### src/rtl/uart_rx.sv
// 8N1 serial receiver with a one-deep holding register and valid/ready handoff.
// Start is detected in IDLE; the line is sampled mid-bit after a half-bit offset.
//
//   state     | meaning
//   ----------+----------------------------------------------
//   IDLE      | line idle, waiting for rxs low
//   START     | half-bit wait, confirm start bit
//   DATA      | sample 8 data bits, LSB first
//   STOP      | sample stop bit
//   WAIT_HIGH | bad stop bit, wait for line to return high
module uart_rx #(
    parameter int CLKS_PER_BIT = 1085
) (
    input  logic       CLK_125MHZ_I,
    input  logic       reset,
    input  logic       RXD_I,
    output logic [7:0] DATA_O,
    output logic       VALID_O,
    input  logic       READY_I,
    output logic       FRAME_ERR_O,
    output logic       OVERRUN_O,
    output logic       BUSY_O
);

    localparam int CW = $clog2(CLKS_PER_BIT);
    localparam logic [CW-1:0] HALF_LAST = CW'(CLKS_PER_BIT / 2 - 1);
    localparam logic [CW-1:0] BIT_LAST  = CW'(CLKS_PER_BIT - 1);

    typedef enum logic [2:0] {IDLE, START, DATA, STOP, WAIT_HIGH} state_t;

    state_t        state_q, state_d;
    logic [CW-1:0] cnt_q, cnt_d;
    logic [2:0]    bit_idx_q, bit_idx_d;
    logic [7:0]    shift_q, shift_d;
    logic          sync1_q, rxs_q;
    logic [1:0]    settle_q, settle_d;
    logic          armed_q, armed_d;
    logic          done_q, done_d;
    logic          ferr_q, ferr_d;
    logic          ovr_q, ovr_d;
    logic [7:0]    data_q, data_d;
    logic          valid_q, valid_d;

    always_ff @(posedge CLK_125MHZ_I) begin
        if (reset) begin
            state_q   <= IDLE;
            cnt_q     <= '0;
            bit_idx_q <= '0;
            shift_q   <= '0;
            sync1_q   <= 1'b1;
            rxs_q     <= 1'b1;
            settle_q  <= '0;
            armed_q   <= 1'b0;
            done_q    <= 1'b0;
            ferr_q    <= 1'b0;
            ovr_q     <= 1'b0;
            data_q    <= '0;
            valid_q   <= 1'b0;
        end else begin
            state_q   <= state_d;
            cnt_q     <= cnt_d;
            bit_idx_q <= bit_idx_d;
            shift_q   <= shift_d;
            sync1_q   <= RXD_I;
            rxs_q     <= sync1_q;
            settle_q  <= settle_d;
            armed_q   <= armed_d;
            done_q    <= done_d;
            ferr_q    <= ferr_d;
            ovr_q     <= ovr_d;
            data_q    <= data_d;
            valid_q   <= valid_d;
        end
    end

    always_comb begin
        state_d   = state_q;
        cnt_d     = cnt_q + 1'b1;
        bit_idx_d = bit_idx_q;
        shift_d   = shift_q;
        done_d    = 1'b0;
        ferr_d    = 1'b0;
        ovr_d     = 1'b0;
        data_d    = data_q;
        valid_d   = valid_q;
        settle_d  = (settle_q == 2'd2) ? settle_q : settle_q + 2'd1;
        // After reset the synchronizer reads high until real line data reaches it;
        // only a genuinely high line may arm start detection, so a frame cut by
        // reset cannot be mistaken for a new start bit.
        armed_d   = armed_q | ((settle_q == 2'd2) & rxs_q);

        case (state_q)
            IDLE: begin
                cnt_d     = '0;
                bit_idx_d = '0;
                if (armed_q && !rxs_q) state_d = START;
            end
            START: begin
                if (cnt_q == HALF_LAST) begin
                    cnt_d   = '0;
                    state_d = rxs_q ? IDLE : DATA;
                end
            end
            DATA: begin
                if (cnt_q == BIT_LAST) begin
                    cnt_d     = '0;
                    shift_d   = {rxs_q, shift_q[7:1]};
                    bit_idx_d = bit_idx_q + 3'd1;
                    if (bit_idx_q == 3'd7) state_d = STOP;
                end
            end
            STOP: begin
                if (cnt_q == BIT_LAST) begin
                    cnt_d = '0;
                    if (rxs_q) begin
                        done_d  = 1'b1;
                        state_d = IDLE;
                    end else begin
                        ferr_d  = 1'b1;
                        state_d = WAIT_HIGH;
                    end
                end
            end
            WAIT_HIGH: begin
                cnt_d = '0;
                if (rxs_q) state_d = IDLE;
            end
            default: begin
                cnt_d   = '0;
                state_d = IDLE;
            end
        endcase

        if (valid_q && READY_I) valid_d = 1'b0;
        if (done_q) begin
            if (valid_q && !READY_I) begin
                ovr_d = 1'b1;
            end else begin
                data_d  = shift_q;
                valid_d = 1'b1;
            end
        end
    end

    assign DATA_O      = data_q;
    assign VALID_O     = valid_q;
    assign FRAME_ERR_O = ferr_q;
    assign OVERRUN_O   = ovr_q;
    assign BUSY_O      = (state_q != IDLE);

endmodule

### config.mk
export PLATFORM = sky130hd
export DESIGN_NAME = uart_rx
export DESIGN_NICKNAME = d
export VERILOG_FILES = /design/src/rtl/uart_rx.sv
export SDC_FILE = /design/constraint.sdc
export NUM_CORES = 1
export LEC_CHECK = 0
export ABC_AREA = 1
export ABC_CLOCK_PERIOD_IN_PS = 1600
export CAP_MARGIN = 20
export CORE_MARGIN = 5
export CORE_UTILIZATION = 56
export CTS_CLUSTER_DIAMETER = 40
export CTS_CLUSTER_SIZE = 8
export DETAILED_ROUTE_END_ITERATION = 10
export PLACE_DENSITY = 0.78
export SLEW_MARGIN = 20
export SYNTH_ARGS = -nofsm -noshare
export SYNTH_HDL_FRONTEND = slang
export SYNTH_SLANG_ARGS = --single-unit
### constraint.sdc
create_clock -name CLK_125MHZ_I -period 1.6 [get_ports CLK_125MHZ_I]
set_input_delay 0.48 -clock CLK_125MHZ_I [delete_from_list [all_inputs] [get_ports CLK_125MHZ_I]]
set_output_delay 0.48 -clock CLK_125MHZ_I [all_outputs]
set_load 0.02 [all_outputs]
=== Word level (Yosys, flattened, before mapping) ===
Cells that the tools add are included.

* Bits in latches: 0
* Memories kept: 0
* RAM bits: 0
* ROM bits: 0
* Register bits after elaboration: 42
* Bits of input ports: 4

* Multipliers: 0
* Equal/unequal tests: 14
* Add/sub/neg operators: 3
* Div/mod/pow operators: 0
* $lt $le $gt $ge: 0
* Shift operators: 0
* Mux-type cells: 20
* Bitwise operators: 6
* Reduce and logical (&&, ||, !) cells: 15

{| class="wikitable"
|+ Operators with widths
! operator !! number
|-
| 3-bit two-way mux || 8
|-
| 11-bit two-way mux || 2
|-
| 11-bit case mux with 2 select lines || 1
|-
| 3-bit case mux with 5 select lines || 1
|-
| 2-bit inequality test (second input constant) || 6
|-
| 11-bit by 1-bit adder with 11-bit output (second input constant) || 1
|-
| 11-bit by 10-bit equality test with 1-bit output (second input constant) || 1
|-
| 11-bit equality test (second input constant) || 1
|-
| 3-bit by 2-bit equality test with 1-bit output (second input constant) || 2
|-
| 3-bit equality test (second input constant) || 2
|-
| 1-bit two-way mux || 6
|-
| 3-bit case mux with 2 select lines || 1
|-
| 2-bit AND reduction || 3
|-
| 6-bit AND reduction || 1
|-
| 1-bit NOT || 4
|-
| 2-bit OR reduction || 2
|-
| 3-bit by 1-bit adder with 3-bit output (second input constant) || 1
|-
| 3-bit by 1-bit equality test with 1-bit output (second input constant) || 1
|-
| 1-bit logical AND || 3
|-
| 3-bit logical NOT || 1
|-
| 3-bit nonzero test || 1
|-
| 3-bit OR reduction || 1
|-
| 2-bit by 1-bit adder with 2-bit output (second input constant) || 1
|-
| 2-bit equality test (second input constant) || 1
|-
| other kinds (5) || 6
|}

=== Depth between registers and ports, before layout ===
Gate-level depths: netlist of run 1.

* Depth after elaboration: 4
* Mapped depth: 10
* Mapped depth without buffers: 10

=== Worst setup path before layout of run 1 ===
No wires, ideal clock.

* Path type: register to register
* From: register cnt_q[0]
* To: register cnt_q[8]
* Setup time: 78 ps
* Required time: 1522 ps
* Setup slack: 252 ps
* Path buffers: 1
* Period minus slack after synthesis: 1348 ps
* Stages on the path, launching flop included: 11
* Data arrival time: 1270 ps
* Cells stage by stage: dfxtp_1 > inv_1 > ha_1 > nand2_1 > nor2_4 > nand3_4 > nand2_1 > nand2_1 > nand2_1 > buf_6 > nor3_1

* Longest elaborated chain between the ends: 3
* Elaborated cells between the ends (all ways): 6
* Classes of those cells: add/sub: 1; eq/ne: 2; mux: 3

{| class="wikitable"
|+ RTL lines
! item !! line !! source
|-
| start, declared || 32 || <nowiki>logic [CW-1:0] cnt_q, cnt_d;</nowiki>
|-
| start signal, assigned || 61 || <nowiki>cnt_q <= cnt_d;</nowiki>
|-
| 11-bit by 1-bit adder with 11-bit output, or another cell as far along || 78 || <nowiki>cnt_d = cnt_q + 1'b1;</nowiki>
|-
| 11-bit two-way mux, on equally long branches || 105, 113, 99 ||
|-
| 11-bit case mux with 2 select lines * || 92 || <nowiki>case (state_q)</nowiki>
|}

Every way passes the cells marked *; elsewhere a longest branch is shown, timed or not.
A chain may end at the register's enable or synchronous reset.

=== Worst setup path after layout of run 1 ===
* From: register state_q[0]
* To: output port BUSY_O

* Longest elaborated chain between the ends: 1

{| class="wikitable"
|+ RTL lines
! item !! line !! source
|-
| start, declared || 31 || <nowiki>state_t state_q, state_d;</nowiki>
|-
| start signal, assigned || 60 || <nowiki>state_q <= state_d;</nowiki>
|-
| 3-bit nonzero test || 149 || <nowiki>assign BUSY_O = (state_q != IDLE);</nowiki>
|-
| end, declared || 22 || <nowiki>output logic BUSY_O</nowiki>
|}

Every way passes these cells.

==> results of run 1 <==
[worst max-delay path, cell delays in order, from the launching register on]
cell     delay [ns]
dfxtp_2        0.35
nor2_4         0.11
inv_2          0.04
nor2_1         0.09
inv_1          0.05
buf_6          0.12
[placed cells by master, fill, tap and decap left out, types with 3 or more instances in the layout]
cell,count
a21oi_1,20
buf_4,20
clkbuf_4,5
clkdlybuf4s50_1,3
dfxtp_1,39
dfxtp_2,3
dlygate4sd2_1,10
ha_1,6
inv_1,25
nand2_1,32
nand3_1,5
nand4_1,4
nor2_1,33
nor2_2,3
nor2_4,3
nor3_1,6
o21ai_0,19
xor2_1,4
[power by group through the flow]
stage	combinational [mW]	sequential, mW	clock [mW]
global route	0.806	1.15	0.752
floorplan	0.425	1.17	0
finish	0.711	1.15	0.676
CTS	0.642	1.14	0.698
global placement	0.650	1.16	0
detailed placement	0.659	1.16	0
[synthesized netlist by cell type]
| cell | instances |
|---|---|
| dfxtp_1 | 42 |
| nor2_1 | 34 |
| nand2_1 | 32 |
| inv_1 | 26 |
| a21oi_1 | 20 |
| o21ai_0 | 19 |
| nor3_1 | 7 |
| ha_1 | 6 |
| nand3_1 | 5 |
| nand4_1 | 4 |
| xor2_1 | 4 |
| clkbuf_1 | 3 |
| nor2_2 | 3 |
| a21oi_2 | 2 |
| a31oi_1 | 2 |
| buf_2 | 2 |
| buf_6 | 2 |
| nand2_2 | 2 |
| nor2_4 | 2 |
| or2_2 | 2 |
| inv_2 | 1 |
| nand3_4 | 1 |
| nor2_8 | 1 |
| nor3_2 | 1 |
| nor3b_2 | 1 |
| nor4_1 | 1 |
| nor4_2 | 1 |
| xnor2_1 | 1 |
[through the flow]
| stage | setup WS (ns) | util, % |
|---|---|---|
| after floorplan | 0.252 | - |
| after global placement | 0.0168 | 67.4 |
| after detailed placement | -0.0522 | 67.4 |
| after CTS | -0.0258 | 70.2 |
| after global routing | -0.0692 | 72.0 |
| final | 0.00951 | 72.0 |
[routing by layer]
layer / part of all wire [%] / up-vias / wire [um] / global-route usage [%]
li1: - / 804 / - / -
met1: 48 / 659 / 1620 / 23.2
met2: 46 / 23 / 1540 / 26.6
met3: 4.0 / 5 / 134 / 5.06
met4: 1.4 / 0 / 48 / 8.12
met5: 0 / - / 0 / 0
[final cells by class]
cell class | instances | area [um2] | share of cell area (%)
tap | 44 | 55.1 | 2.48
clock inverter | 3 | 43.8 | 1.98
timing repair buffer | 36 | 300 | 13.5
clock buffer | 5 | 37.5 | 1.69
inverter | 27 | 101 | 4.57
sequential | 42 | 845 | 38.1
multi-input combinational | 151 | 835 | 37.6
[what timing repair did]
action,4_1_cts,5_1_grt
gates cloned,0,0
gates resized for setup,15,11
setup buffers,3,4
pin swaps,1,4
endpoints found under the setup margin,13,16
[flip-flops by register name (all words and copies together) (netlist names), 2 cells and up]
name,count
DATA_O,8
state_q,3
bit_idx_q,3
settle_q,2
shift_q,8
cnt_q,11
[logic make-up (layout without fill, tap and decap cells)]
kind of cell / count (synthesis) / count (layout) / share of synthesized area [%]
compound gates: 43 / 43 / 12.5
simple gates: 97 / 97 / 26.4
fa+ha+maj: 6 / 6 / 4.15
flops: 42 / 42 / 46.5
xor+xnor: 5 / 5 / 2.42
buf+inv: 34 / 71 / 8.03
[how the worst max path moves through the flow]
stage | to | slack, ns | cells past startpoint
after floorplan | cnt_q[8] | 0.25 | 10
after global placement | cnt_q[6] | 0.02 | 5
after detailed placement | cnt_q[8] | -0.05 | 5
after CTS | BUSY_O | -0.03 | 5
after global routing | BUSY_O | -0.07 | 5
final | BUSY_O | 0.01 | 5
==> flow_metrics.tcl, run 1 <==
set metrics [dict create \
    placed_area_um2 2070 \
    yosysTopAreaCell "dfxtp_1" \
    row_count 20 \
    final_net_count 273 \
    cts_tree "done" \
    rsz0062_at_grt "true" \
    cts_inserted_buffers 5 \
    cts.path.max_buffers 2 \
    holdWs_ns 0.427 \
    ant_nets 0 \
    drc_errors 0 \
    synthesis.area_um2 1810 \
    wire_per_inst_um 10.9 \
    fin_area_um2 2220 \
    place.gp.congestion 0.903 \
    gr-total-overflow 0 \
    comb_power_share_pct 28.0 \
    syn_area_per_cell_um2 7.96 \
    via_per_inst 4.84 \
    cp-end-kind "primary output" \
    antenna_found_initial 0 \
    synth_top_area_share_pct 46.5 \
    fp.dieArea_um2 4460 \
    peakVddDrop_mv 0.923 \
    grtUsageTotal_pct 17.7 \
    maxCapViolations 0 \
    swShare_pct 30.3 \
    fin_cells 308 \
    via_count 1491 \
    clkPwrFrac_pct 26.7 \
    fp.dieH_um 66.8 \
    worstMarginPinSlew_ns 0.389 \
    grt_pass1_vias 1384 \
    cts_hold_buf 0 \
    skew_ns 0.00569 \
    final-hold-violation-count 0 \
    core_um2 3080 \
    status "complete, no violations" \
    syn2layout_area_growth_pct 22.6 \
    max_freq_mhz 629 \
    antenna_cells 0 \
    setup_tns_ns 0 \
    place_inst 293 \
    r2r-start "cnt_q[1]" \
    relSlewSlack_pct 73.9 \
    cts_root_buffer "clkbuf_4" \
    final.min_clock_period_ns 1.59 \
    p_switching_uw 768 \
    dp_hpwl_um 2450 \
    synth_cells 227 \
    start_util_pct 58.7 \
    path_clk_slew_ns 0.12 \
    finalCritPeriodShare_pct 99.4 \
    ff2ff_path_depth 9 \
    regToRegSetupSlack_ns 0.12 \
    portBuffers 15 \
    ys_seq_area_share_pct 46.5 \
    r2r-end "shift_q[4]" \
    htreeDepth 2 \
    pin_count 16 \
    min-delay-path-class "register to register" \
    n_fill_cell 226 \
    maxSlewViolCount 0 \
    p_seq_share_pct 45.3 \
    clk_latency_ns 0.35 \
    syn_nets 237 \
    ys_ff_latch 42 \
    required_ns 1.12 \
    setup_viol 0 \
    crit_start "state_q[0]" \
    dieWidth_um 66.8 \
    p_leak_nw 0.964 \
    wl_um 3350 \
    crit_type "register to primary output" \
    p_total_mw 2.54 \
    yosys-top-cells-area "dfxtp_1 47%, nor2_1 7.1%, nand2_1 6.6%" \
    cts_num_sinks 42 \
    drtIter0Drc 65 \
    drtPass1Iterations 4 \
    hold_depth 1 \
    grt_max_degree 17 \
    yosysWarnings 0 \
    cp-start-kind "register" \
    hold_end "rxs_q" \
    min-delay-start "sync1_q" \
    p_int_mw 1.77 \
    synth.distinct_cells 28 \
    power.density_nw_per_um2 1140 \
    grt_pass1_wl_um 5980 \
    drive_gt1_share_pct 20.1 \
    worstPathMaxFanout 2 \
    cp.arrival_ns 1.11 \
]
No activity file was read; power rests on OpenSTA's default activity.
==> inputs of run 2 (changes only) <==
--- a/config.mk
+++ b/config.mk
@@ -13,7 +13,9 @@
 export CTS_CLUSTER_DIAMETER = 40
 export CTS_CLUSTER_SIZE = 8
 export DETAILED_ROUTE_END_ITERATION = 10
-export PLACE_DENSITY = 0.78
+export MAX_ROUTING_LAYER = met4
+export PLACE_DENSITY_LB_ADDON = 0.3
+export REMOVE_ABC_BUFFERS = 1
 export SLEW_MARGIN = 20
 export SYNTH_ARGS = -nofsm -noshare
 export SYNTH_HDL_FRONTEND = slang
==> run 2 against run 1 <==
The flow now finishes with violations (setup timing). First-iteration DRC count rose by 34%. Non-clock buffer count fell by 2. Clock power rose by 1%. Final area rose by 0.17%. Setup slack got worse by 0.017 ns. Global-route usage fell by 0.36 points. Via count rose by 3.2%. Core utilization rose by 0.12 points. Sequential power barely moved. Combinational power rose by 3%. Final cell count fell by 0.97%. Critical path type unchanged. Largest cell class unchanged. Largest power group unchanged.
==> flow_metrics.tcl, run 2 (synthesized netlist as in run 1, its figures left out) <==
set metrics [dict create \
    status "finished with violations" \
    violations "setup timing" \
    worstPathMaxFanout 2 \
    via_count 1538 \
    cts_num_sinks 42 \
    r2r-start "cnt_q[1]" \
    regArea_um2 845 \
    max_freq_mhz 622 \
    use_met1_pct 19.9 \
    cp.arrival_ns 1.13 \
    n_fill_cell 248 \
    busiest_layer "met2" \
    ant_nets 0 \
    start_util_pct 58.7 \
    cts_inserted_buffers 5 \
    r2r-end "shift_q[3]" \
    required_ns 1.12 \
    largest_register "cnt_q" \
    layout_commonest_cell "dfxtp_1" \
    drc_errors 0 \
    grtUsageTotal_pct 17.3 \
    final_net_count 271 \
    drtIter0Drc 87 \
    crit_start "state_q[0]" \
    grt_pass1_wl_um 5740 \
    crit_type "register to primary output" \
    htreeDepth 2 \
    cts_root_buffer "clkbuf_4" \
    relSlewSlack_pct 81.8 \
    wl_um 3380 \
    fp.dieH_um 66.8 \
    endpoint "BUSY_O" \
    rsz0062_at_grt "true" \
    antenna_cells 0 \
    placed_area_um2 2070 \
    row_count 20 \
    pin_count 16 \
    fp.dieArea_um2 4460 \
    setup_viol 1 \
    worstMarginPinSlew_ns 0.272 \
    finalCritPeriodShare_pct 100 \
    dp_hpwl_um 2380 \
    multiInputGateArea_um2 842 \
    cp-start-kind "register" \
    cts_hold_buf 0 \
    grtUsageMet3_pct 6.75 \
    p_leak_nw 0.979 \
    final_cell_mix "39 x dfxtp_1, 34 x nor2_1, 31 x nand2_1, 25 x inv_1, 19 x a21oi_1" \
    grt_use_met2_pct 27.7 \
    cp-end-kind "primary output" \
    final-hold-violation-count 0 \
    fin_area_um2 2220 \
    gr-total-overflow 0 \
    utilization_pct 72.2 \
    portBuffers 15 \
    wire_per_inst_um 11.1 \
    cts_tree "done" \
    setup_slack_ns -0.00758 \
    grt_pass1_vias 1409 \
    cts.path.max_buffers 2 \
    syn2layout_area_growth_pct 22.8 \
    skew_ns 0.00951 \
    drtPass1Iterations 4 \
    maxSlewViolCount 0 \
    core_um2 3080 \
    antenna_found_initial 0 \
    largest_reg_flops 11 \
    dieWidth_um 66.8 \
    grt_max_degree 18 \
    place.gp.congestion 0.836 \
    via_per_inst 5.04 \
    regToRegSetupSlack_ns 0.15 \
    peakVddDrop_mv 0.511 \
    clk_latency_ns 0.35 \
    ff2ff_path_depth 9 \
    power.density_nw_per_um2 1150 \
    maxCapViolations 0 \
    min-delay-path-class "register to register" \
    path_clk_slew_ns 0.11 \
    final.min_clock_period_ns 1.61 \
    drive_gt1_share_pct 19.2 \
    place_ws_ns -0.0324 \
]
## run 2: layout make-up
type | instances | share of cell area, %
timing repair buffer | 34 | 13.4
tap | 44 | 2.48
clock buffer | 6 | 2.31
inverter | 27 | 4.56
multi-input combinational | 151 | 37.9
clock inverter | 1 | 1.35
sequential | 42 | 38.0
## run 2: where the power goes
part	total (mW)	switching [mW]	internal (mW)
clock	0.683	0.320	0.364
combinational	0.731	0.408	0.323
sequential	1.14	0.0327	1.11
## run 2: metrics by stage
step / hold slack, ns / cells / setup TNS (ns) / power, mW
after floorplan: 0.389 / 220 / 0 / 1.58
after global placement: 0.396 / 293 / -0.0254 / 1.80
after detailed placement: 0.400 / 293 / -0.0947 / 1.81
after CTS: 0.428 / 300 / -0.0151 / 2.47
after global routing: 0.442 / 305 / -0.0872 / 2.73
final: 0.424 / 305 / -0.00758 / 2.56
## run 2: how the worst min path moves through the flow
stage                 start    end  slack (ns)  cells past startpoint
global placement    sync1_q  rxs_q        0.40                      1
floorplan           sync1_q  rxs_q        0.39                      1
detailed placement  sync1_q  rxs_q        0.40                      1
CTS                 sync1_q  rxs_q        0.43                      1
global route        sync1_q  rxs_q        0.44                      1
finish              sync1_q  rxs_q        0.42                      1
## run 2: timing repair
item | CTS | global route
setup endpoints to repair | 12 | 25
pin swaps | 0 | 6
setup buffers | 0 | 5
cloned | 0 | 0
resized for setup | 16 | 11
## run 2: critical path: stages (launching register included)
cell	delay, ns
dfxtp_2	0.35
nor2_4	0.11
inv_2	0.04
nor2_1	0.10
inv_1	0.05
buf_6	0.12
## run 2: per-layer routing
layer | up-vias | wire [um]
li1 | 802 | -
met3 | 5 | 114
met5 | - | 0
met2 | 22 | 1660
met1 | 709 | 1570
met4 | 0 | 32
==> inputs of run 3 (changes only) <==
--- a/config.mk
+++ b/config.mk
@@ -6,7 +6,6 @@
 export NUM_CORES = 1
 export LEC_CHECK = 0
 export ABC_AREA = 1
-export ABC_CLOCK_PERIOD_IN_PS = 1600
 export CAP_MARGIN = 20
 export CORE_MARGIN = 5
 export CORE_UTILIZATION = 56
@@ -16,6 +15,7 @@
 export MAX_ROUTING_LAYER = met4
 export PLACE_DENSITY_LB_ADDON = 0.3
 export REMOVE_ABC_BUFFERS = 1
+export SETUP_SLACK_MARGIN = 0.3
 export SLEW_MARGIN = 20
 export SYNTH_ARGS = -nofsm -noshare
 export SYNTH_HDL_FRONTEND = slang
==> constraint.sdc (replaced) <==
create_clock -name CLK_125MHZ_I -period 1.7 [get_ports CLK_125MHZ_I]
set_input_delay 0.51 -clock CLK_125MHZ_I [delete_from_list [all_inputs] [get_ports CLK_125MHZ_I]]
set_output_delay 0.51 -clock CLK_125MHZ_I [all_outputs]
set_load 0.02 [all_outputs]
==> run 3 against run 2 <==
The run now ends clean. First-iteration DRC count rose to 2.8 times the previous value. Sequential share of layout area down 6.1 points. Core utilization up 16 points. Critical path type is now register to register. Critical endpoint is now shift_q[1]. Highest routed layer unchanged.
==> flow_metrics.tcl, run 3 (synthesized netlist as in run 1, its figures left out) <==
set metrics [dict create \
    wire_per_inst_um 17.6 \
    dp_hpwl_um 2380 \
    p_switching_mw 1.01 \
    grt_max_degree 14 \
    cts.path.max_buffers 2 \
    place.gp.congestion 0.832 \
    rsz0062_at_grt "true" \
    maxSlewViolCount 0 \
    path_clk_slew_ns 0.13 \
    r2r-start "state_q[0]" \
    peakVddDrop_mv 0.674 \
    final_cell_mix "33 x buf_4, 29 x dfxtp_1, 24 x nor2_1, 22 x nand2_1, 20 x inv_1" \
    p_seq_share_pct 37.6 \
    grt_pass1_vias 1555 \
    dieWidth_um 66.8 \
    via_count 1814 \
    antenna_found_initial 0 \
    wl_um 5740 \
    final-hold-violation-count 0 \
    maxCapViolations 0 \
    p_int_mw 1.86 \
    endpoint "shift_q[1]" \
    drc_errors 0 \
    largest_register "cnt_q" \
    r2r-end "shift_q[1]" \
    cp-end-kind "register" \
    pin_count 16 \
    worstPathMaxFanout 7 \
    antenna_cells 0 \
    fp.dieArea_um2 4460 \
    via_per_inst 5.56 \
    ff2ff_path_depth 12 \
    final_net_count 291 \
    worstMarginPinSlew_ns 0.392 \
    gr-total-overflow 0 \
    comb_power_share_pct 40.7 \
    start_util_pct 58.7 \
    cp-start-kind "register" \
    power.density_nw_per_um2 1060 \
    syn2layout_area_growth_pct 50.2 \
    place_ws_ns 0.00500 \
    drive_gt1_share_pct 46.8 \
    cts_num_sinks 42 \
    cp.arrival_ns 1.98 \
    regArea_um2 867 \
    fp.dieH_um 66.8 \
    cts_root_buffer "clkbuf_4" \
    cts_inserted_buffers 5 \
    p_leak_nw 1.14 \
    largest_reg_flops 11 \
    max_freq_mhz 590 \
    ant_nets 0 \
    placed_area_um2 2060 \
    skew_ns 0.0152 \
    drtIter0Drc 241 \
    drtPass1Iterations 4 \
    core_um2 3080 \
    grt_pass1_wl_um 6530 \
    clkPwrFrac_pct 21.8 \
    crit_start "state_q[0]" \
    portBuffers 15 \
    crit_type "register to register" \
    swShare_pct 35.2 \
    required_ns 1.99 \
    regToRegSetupSlack_ns 0.005 \
    multiInputGateArea_um2 1100 \
    setup_slack_ns 0.00458 \
    clk_latency_ns 0.36 \
    min-delay-path-class "register to register" \
    cts_tree "done" \
    status "complete, no violations" \
    grtUsageTotal_pct 19.9 \
    setup_viol 0 \
    n_fill_cell 150 \
    row_count 20 \
    relSlewSlack_pct 73.7 \
    finalCritPeriodShare_pct 99.7 \
    fin_area_um2 2720 \
    layout_commonest_cell "buf_4" \
    htreeDepth 2 \
    final.min_clock_period_ns 1.70 \
]
## run 3: what timing repair did
action                     CTS  global route
resized for setup           81            95
pin swaps                   10            22
setup buffers               11            13
hold buffers                 0             0
cloned                       1             2
setup endpoints to repair   37            38
## run 3: worst min path at each step
| stage | start | to | slack (ns) | depth (start not counted) |
|---|---|---|---|---|
| floorplan | sync1_q | rxs_q | 0.39 | 1 |
| global placement | sync1_q | rxs_q | 0.40 | 1 |
| detailed placement | sync1_q | rxs_q | 0.42 | 1 |
| CTS | sync1_q | rxs_q | 0.45 | 1 |
| global route | sync1_q | rxs_q | 0.47 | 1 |
| finish | sync1_q | rxs_q | 0.46 | 1 |
## run 3: layer usage
metal / part of all wire, % / up-vias / GRT usage [%]
met3: 6.7 / 19 / 6.75
met2: 50 / 82 / 34.3
met1: 40 / 873 / 21.6
li1: - / 840 / -
met5: 0 / - / -
met4: 2.9 / 0 / 5.84
## run 3: cell type report
class | count | share of cell area (%)
well taps | 44 | 2.03
clock buffers | 7 | 1.66
repair buffers | 54 | 18.7
multi-input cells | 151 | 40.7
clock inverters | 1 | 1.11
flip-flops and latches | 42 | 31.9
inverters | 27 | 3.92
## run 3: power groups by stage
| stage | clock network [mW] | registers [mW] | logic (mW) |
|---|---|---|---|
| detailed placement | 0 | 1.09 | 0.600 |
| global route | 0.681 | 1.08 | 1.24 |
| CTS | 0.622 | 1.07 | 0.773 |
| finish | 0.625 | 1.08 | 1.17 |
| global placement | 0 | 1.09 | 0.589 |
| floorplan | 0 | 1.11 | 0.370 |
## run 3: stage by stage
stage	util, %	hold WS, ns	cells	power (mW)	setup TNS (ns)
after floorplan	-	0.389	220	1.48	0
after global placement	66.9	0.403	291	1.68	0
after detailed placement	66.9	0.418	291	1.69	0
after CTS	73.9	0.447	311	2.47	0
after global routing	88.3	0.468	326	3.00	-0.246
final	88.3	0.465	326	2.87	0
## run 3: worst max-delay path: stages, from the launching register on
cell     delay [ns]
dfxtp_2        0.36
nor2_4         0.11
buf_4          0.12
buf_6          0.08
buf_6          0.08
buf_6          0.08
buf_6          0.11
nand2_8        0.07
nor2_4         0.18
buf_6          0.13
buf_12         0.12
o21ai_2        0.05
a21oi_1        0.12
